`config.mk`:
```
export PLATFORM = sky130hd
export DESIGN_NAME = leb128_enc32
export DESIGN_NICKNAME = d
export VERILOG_FILES = /design/src/rtl/leb128_enc32.sv
export SDC_FILE = /design/constraint.sdc
export NUM_CORES = 1
export LEC_CHECK = 0
export CORE_UTILIZATION = 48
export DETAILED_ROUTE_END_ITERATION = 7
export PLACE_DENSITY = 0.79
export SETUP_SLACK_MARGIN = 0.05
export SYNTH_ARGS = -nofsm -noshare
export SYNTH_HDL_FRONTEND = slang
export SYNTH_SLANG_ARGS = --single-unit
export TNS_END_PERCENT = 100
```
`constraint.sdc`:
```
create_clock -name clk -period 1.9 [get_ports clk]
set_input_delay 0.38 -clock clk [delete_from_list [all_inputs] [get_ports clk]]
set_output_delay 0.38 -clock clk [all_outputs]
set_load 0.02 [all_outputs]
```
`src/rtl/leb128_enc32.sv`:
```
// Streaming LEB128 encoder: one 32-bit word in, its 1..5 byte LEB128 sequence out.
// SIGNED selects ULEB128 (0) or SLEB128 (1) at elaboration time.
module leb128_enc32 #(
    parameter bit SIGNED = 1'b0
) (
    input  logic        clk,
    input  logic        reset,
    input  logic        in_valid,
    output logic        in_ready,
    input  logic [31:0] in_data,
    output logic        out_valid,
    input  logic        out_ready,
    output logic [7:0]  out_data,
    output logic        out_last
);

    typedef enum logic {
        IDLE = 1'b0,
        EMIT = 1'b1
    } state_t;

    state_t      state_q, state_d;
    logic [31:0] sreg_q, sreg_d;
    logic [2:0]  idx_q, idx_d;

    logic [31:0] shr_log;
    logic [31:0] shr_ar;
    logic [31:0] shr;
    logic        last;
    logic        out_xfer;
    logic        in_xfer;

    // Kept as separate assigns so the arithmetic shift is not made unsigned by a mixed ?: context.
    assign shr_log = sreg_q >> 7;
    assign shr_ar  = $signed(sreg_q) >>> 7;
    assign shr     = SIGNED ? shr_ar : shr_log;

    always_comb begin
        last = 1'b0;
        if (idx_q == 3'd4) begin
            last = 1'b1;
        end else if (SIGNED) begin
            last = ((shr == 32'd0) && !sreg_q[6]) || ((shr == 32'hFFFF_FFFF) && sreg_q[6]);
        end else begin
            last = (shr == 32'd0);
        end
    end

    assign out_valid = (state_q == EMIT);
    // Gated with out_valid so the idle outputs read as zero after reset.
    assign out_last  = out_valid && last;
    assign out_data  = {out_valid && !last, sreg_q[6:0]};
    assign out_xfer  = out_valid && out_ready;
    assign in_ready  = (state_q == IDLE) || (out_xfer && last);
    assign in_xfer   = in_valid && in_ready;

    always_comb begin
        state_d = state_q;
        sreg_d  = sreg_q;
        idx_d   = idx_q;
        if (in_xfer) begin
            state_d = EMIT;
            sreg_d  = in_data;
            idx_d   = 3'd0;
        end else if (out_xfer) begin
            if (last) begin
                state_d = IDLE;
            end else begin
                sreg_d = shr;
                idx_d  = idx_q + 3'd1;
            end
        end
    end

    always_ff @(posedge clk) begin
        if (reset) begin
            state_q <= IDLE;
            sreg_q  <= 32'd0;
            idx_q   <= 3'd0;
        end else begin
            state_q <= state_d;
            sreg_q  <= sreg_d;
            idx_q   <= idx_d;
        end
    end

endmodule

```
==> flow_summary.json, run 1 <==
{
  "status": "complete, but fails checks",
  "violations": "setup timing",
  "cts_max_level": 2,
  "worstSetupPathType": "flop to primary output",
  "coreArea_sq_mm": 0.00344,
  "synth.cell_area_sq_mm": 0.00178,
  "min_period_over_period_pct": 108,
  "peakVddDrop_mv": 0.526,
  "synth_seq_area_share_pct": 40.5,
  "min_period_ns": 2.06,
  "fin_ws_ns": -0.155,
  "ys.flop_type": "dfxtp_1",
  "die_area_sq_mm": 0.00395,
  "dp_cells": 308,
  "final_common_cell": "buf_4",
  "area_delta_synth_final_pct": 75.7,
  "antenna_found_initial": 0,
  "cp-end-kind": "primary output",
  "cp-start-kind": "flop",
  "final_cell_mix": "buf_4 (46), clkdlybuf4s50_1 (42), nor3_1 (39)",
  "worst_pin_slew_ns": 0.396,
  "ys_warn_count": 0,
  "postRouteAntennaNets": 0,
  "dp_hpwl_um": 3740,
  "instances_no_fill": 324,
  "wl_um": 7890,
  "async_flop_share_pct": 0,
  "cts.path.max_buffers": 2,
  "clock-sinks": 36,
  "final_nets": 316,
  "ys_ff_latch": 36,
  "max_cap_violations": 0,
  "worstSkewPairLatency_ns": 0.29,
  "grt-ovfl-total": 0,
  "max_freq_mhz": 487,
  "grtUsageTotal_pct": 28.1,
  "diodes": 0,
  "cp_max_fo": 3,
  "remaining_drc_errors": 0,
  "die_w_um": 62.9,
  "p_leak_nw": 1.18,
  "rsz0062_at_grt": "yes",
  "synth-edff-count": 0,
  "maxSlewViolCount": 0,
  "die_y_um": 62.9,
  "grt_pass1_vias": 1926,
  "powerDensity_mw_per_mm2": 693,
  "row_count": 21,
  "final_hold_viol_count": 0,
  "ios": 47,
  "post_drt_wl_per_cell_um": 24.3,
  "root_buffer": "clkbuf_8",
  "grt_pass1_wl_um": 8690,
  "cp.required_ns": 1.52,
  "total_power_w": 0.00216,
  "hp-class": "flop to flop",
  "whs_ns": 0.536,
  "grt_max_degree": 28,
  "io_buffers": 46,
  "cts.reportedPaths.clkPinSlew_ns": 0.08,
  "synth_cell_types": 37,
  "cts_tree": "yes",
  "drive_gt1_share_pct": 43.9,
  "arrival_ns": 1.68,
  "cts_hold_buf": 0,
  "fin_util_pct": 90.7,
  "syn_nets": 227,
  "start_util_pct": 51.7,
  "finalSetupViolCount": 25,
  "relSlewSlack_pct": 73.6,
  "drt-pass1-iter-count": 4,
  "gp_congestion": 0.876,
  "drt_iter0_markers": 254,
  "finClkSkew_ns": 0.00846,
  "avgSynthCellArea_sq_um": 9.41,
  "cts_made_buffers": 5,
  "vias": 2145,
  "synth_cells": 189,
  "viasPerCell": 6.62
}
worst max-delay path: stages (launching register included):
cell,delay (ns)
dfxtp_1,0.36
nor4_4,0.34
nand3_2,0.18
o21ai_2,0.21
nand2_1,0.09
nand2_1,0.09
buf_6,0.11
kinds of logic (layout without fill, tap and decap cells):
logic type,after synthesis,count (layout),synth area share (%)
compound gates,44,44,23.3
fa+ha+maj,2,2,1.41
mux,1,1,0.563
flops,36,36,40.5
simple gates,80,80,25.4
buf+inv,26,115,8.80
synthesized netlist by cell type (5+ instances only):
master | n | area, sq um
clkbuf_1 | 7 | 26.3
buf_4 | 8 | 60.1
a22o_1 | 7 | 61.3
nor3_1 | 48 | 240
o32ai_1 | 21 | 184
buf_2 | 5 | 25.0
dfxtp_1 | 36 | 721
nor4_1 | 5 | 31.3
nand2_1 | 6 | 22.5
routing by layer:
layer | track usage [%] | part of all wire (%) | wire length (um)
met1 | 32.8 | 36 | 2880
met2 | 46.4 | 49 | 3880
met3 | 6.93 | 8.7 | 683
met4 | 16.0 | 5.7 | 447
met5 | 0 | 0 | 0
power breakdown:
| group | internal [W] | leakage [nW] | switching, W | total [W] |
|---|---|---|---|---|
| clock network | 0.000250 | 0.0410 | 0.000282 | 0.000532 |
| logic | 0.000378 | 0.841 | 0.000365 | 0.000742 |
| registers | 0.000821 | 0.299 | 0.0000694 | 0.000890 |
final cells by class:
| type | count | area, sq um |
|---|---|---|
| timing repair buffer | 105 | 980 |
| multi-input combinational | 127 | 1270 |
| clock inverter | 1 | 5.00 |
| sequential | 36 | 726 |
| inverter | 3 | 11.3 |
| tap | 46 | 57.6 |
| clock buffer | 6 | 72.6 |
| fill | 131 | 319 |
what timing repair did:
item / in CTS / in global routing
endpoints found under the setup margin: 33 / 36
gates resized for setup: 29 / 62
pin swaps: 10 / 42
buffers inserted: 1 / 5
gates cloned: 0 / 3
registers in the layout (all words and copies together) (netlist names):
| register | flops |
|---|---|
| sreg_q | 32 |
| idx_q | 3 |
| out_valid | 1 |
final timing paths:
kind,from,end,slack [ns],cells after the start
max,sreg_q[22],in_ready,-0.16,6
min,sreg_q[5],sreg_q[5],0.54,2
max reg2reg,sreg_q[30],sreg_q[3],-0.15,8
min reg2reg,sreg_q[5],sreg_q[5],0.54,2
metrics by stage:
stage,cell area [sq um],setup slack (ns),TNS (ns)
floorplan,1780,0.148,0
global placement,2550,-0.291,-2.45
detailed placement,2550,-0.323,-3.57
CTS,2690,-0.0888,-0.169
global route,3120,-0.265,-4.10
finish,3120,-0.155,-1.56
Power figures use the tool's default switching activity.
==> run 2: changes to the inputs <==
--- a/config.mk
+++ b/config.mk
@@ -5,9 +5,9 @@
 export SDC_FILE = /design/constraint.sdc
 export NUM_CORES = 1
 export LEC_CHECK = 0
-export CORE_UTILIZATION = 48
+export CORE_UTILIZATION = 52
 export DETAILED_ROUTE_END_ITERATION = 7
-export PLACE_DENSITY = 0.79
+export PLACE_DENSITY = 0.85
 export SETUP_SLACK_MARGIN = 0.05
 export SYNTH_ARGS = -nofsm -noshare
 export SYNTH_HDL_FRONTEND = slang
==> constraint.sdc (replaced) <==
create_clock -name clk -period 2.4 [get_ports clk]
set_input_delay 0.48 -clock clk [delete_from_list [all_inputs] [get_ports clk]]
set_output_delay 0.48 -clock clk [all_outputs]
set_load 0.02 [all_outputs]
==> flow_summary.json, run 2 (synthesis gave the netlist of run 1 again) <==
{
  "status": "finished, final reports clean",
  "rsz0062_at_grt": "no",
  "area_delta_synth_final_pct": 31.4,
  "worstSetupPathType": "flop to flop",
  "cts.path.max_buffers": 2,
  "post_drt_wl_per_cell_um": 17.0,
  "p_leak_nw": 0.817,
  "fin_ws_ns": 0.114,
  "die_w_um": 60.5,
  "wl_um": 4670,
  "reg2reg_depth": 6,
  "root_buffer": "clkbuf_4",
  "register_area_sq_um": 721,
  "regToRegEndpoint": "sreg_q[8]",
  "cp-end-kind": "flop",
  "io_buffers": 46,
  "fillers": 247,
  "final_nets": 267,
  "remaining_drc_errors": 0,
  "max_freq_mhz": 437,
  "diodes": 0,
  "viasPerCell": 6.22,
  "drive_gt1_share_pct": 16.5,
  "final_cell_area_sq_mm": 0.00234,
  "arrival_ns": 2.54,
  "cts_tree": "yes",
  "peakVddDrop_mv": 0.418,
  "maxSlewViolCount": 0,
  "cts.reportedPaths.clkPinSlew_ns": 0.12,
  "start_util_pct": 56.4,
  "cts_hold_buf": 0,
  "postRouteAntennaNets": 0,
  "cts_made_buffers": 5,
  "min_period_over_period_pct": 95.3,
  "antenna_found_initial": 0,
  "grt_pass1_wl_um": 7560,
  "max_cap_violations": 0,
  "final_common_cell": "nor3_1",
  "worstSkewPairLatency_ns": 0.35,
  "cp-start-kind": "flop",
  "drt-pass1-iter-count": 4,
  "finalSetupViolCount": 0,
  "clock-sinks": 36,
  "multi_input_area_sq_um": 941,
  "hp-class": "flop to flop",
  "cts_max_level": 2,
  "min_period_ns": 2.29,
  "ios": 47,
  "row_count": 20,
  "r2r_setup_slack_ns": 0.11,
  "crit-reg2reg-launch": "sreg_q[7]",
  "die_y_um": 60.5,
  "final_cell_mix": "nor3_1 (48), clkdlybuf4s50_1 (43), dfxtp_1 (36)",
  "whs_ns": 0.503,
  "final_hold_viol_count": 0,
  "powerDensity_mw_per_mm2": 593,
  "pre_cts_ws_ns": -0.0214,
  "dp_hpwl_um": 3200,
  "worst_pin_slew_ns": 0.711,
  "worstHoldPathCells": 2,
  "grt_pass1_vias": 1692,
  "finClkSkew_ns": 0.0201,
  "largest_reg_flops": 32,
  "die_area_sq_mm": 0.00366,
  "coreArea_sq_mm": 0.00315,
  "vias": 1703,
  "regMostFlops": "sreg_q",
  "grt-ovfl-total": 0,
  "hold_end": "idx_q[1]",
  "relSlewSlack_pct": 52.4,
  "gp_congestion": 0.828,
  "cp.required_ns": 2.65,
  "grtUsageTotal_pct": 28.4,
  "drt_iter0_markers": 124,
  "cp_max_fo": 26,
  "hp-start": "idx_q[1]",
  "placed_cell_area_sq_mm": 0.00224,
  "grt_max_degree": 28
}
[run 2: cell types whose count changed in the layout (fill, tap and decap cells not counted), moves of 9 or more]
cell     change
buf_4       -38
o32ai_1     +16
buf_6       -13
nor3_1       +9
nor3_2       -9
o32ai_4      -9
[run 2: final cells by class]
cell class | instances | area share [%]
well taps | 44 | 2.36
clock buffers | 8 | 2.52
inverters | 3 | 0.482
repair buffers | 56 | 23.5
multi-input cells | 127 | 40.3
flip-flops and latches | 36 | 30.9
[run 2: per-stage QoR]
stage / setup TNS (ns) / instances / util, % / total power [W]
2_1_floorplan: 0 / 189 / - / 0.000912
3_3_place_gp: 0 / 265 / 71.1 / 0.00103
3_5_place_dp: -0.0214 / 265 / 71.1 / 0.00104
4_1_cts: 0 / 274 / 74.1 / 0.00138
5_1_grt: 0 / 274 / 74.1 / 0.00145
6_report: 0 / 274 / 74.1 / 0.00139
[run 2: timing repair]
action	CTS	global route
hold endpoints to repair	0	0
setup endpoints to repair	3	3
pin swaps	2	0
setup buffers	1	0
resized for setup	9	4
[run 2: worst max path at each step]
stage / start / end / cells after the start / slack (ns)
2_1_floorplan: sreg_q[12] / out_last / 4 / 0.57
3_3_place_gp: sreg_q[9] / out_last / 5 / 0.04
3_5_place_dp: sreg_q[12] / in_ready / 6 / -0.02
4_1_cts: sreg_q[26] / in_ready / 6 / 0.02
5_1_grt: sreg_q[7] / sreg_q[8] / 6 / 0.07
6_report: sreg_q[7] / sreg_q[8] / 6 / 0.11
[run 2: routing by layer]
layer	part of all wire, %	routed length, um	track usage, %	up-vias
li1	-	-	-	813
met2	49	2290	46.2	80
met4	3.0	142	18.2	0
met1	41	1930	34.2	796
met5	0	0	0	-
met3	6.6	308	5.76	14
[run 2: power by group]
| group | internal [W] | switching (W) |
|---|---|---|
| clock network | 0.000144 | 0.000196 |
| registers | 0.000648 | 0.0000505 |
| logic | 0.000178 | 0.000169 |
[run 2: worst max-delay path, stage by stage (launching register included)]
cell	delay, ns
dfxtp_1	0.35
nor4_2	0.33
nand4_1	0.19
buf_4	0.19
o21ai_4	0.57
o32ai_1	0.22
nor3_1	0.32
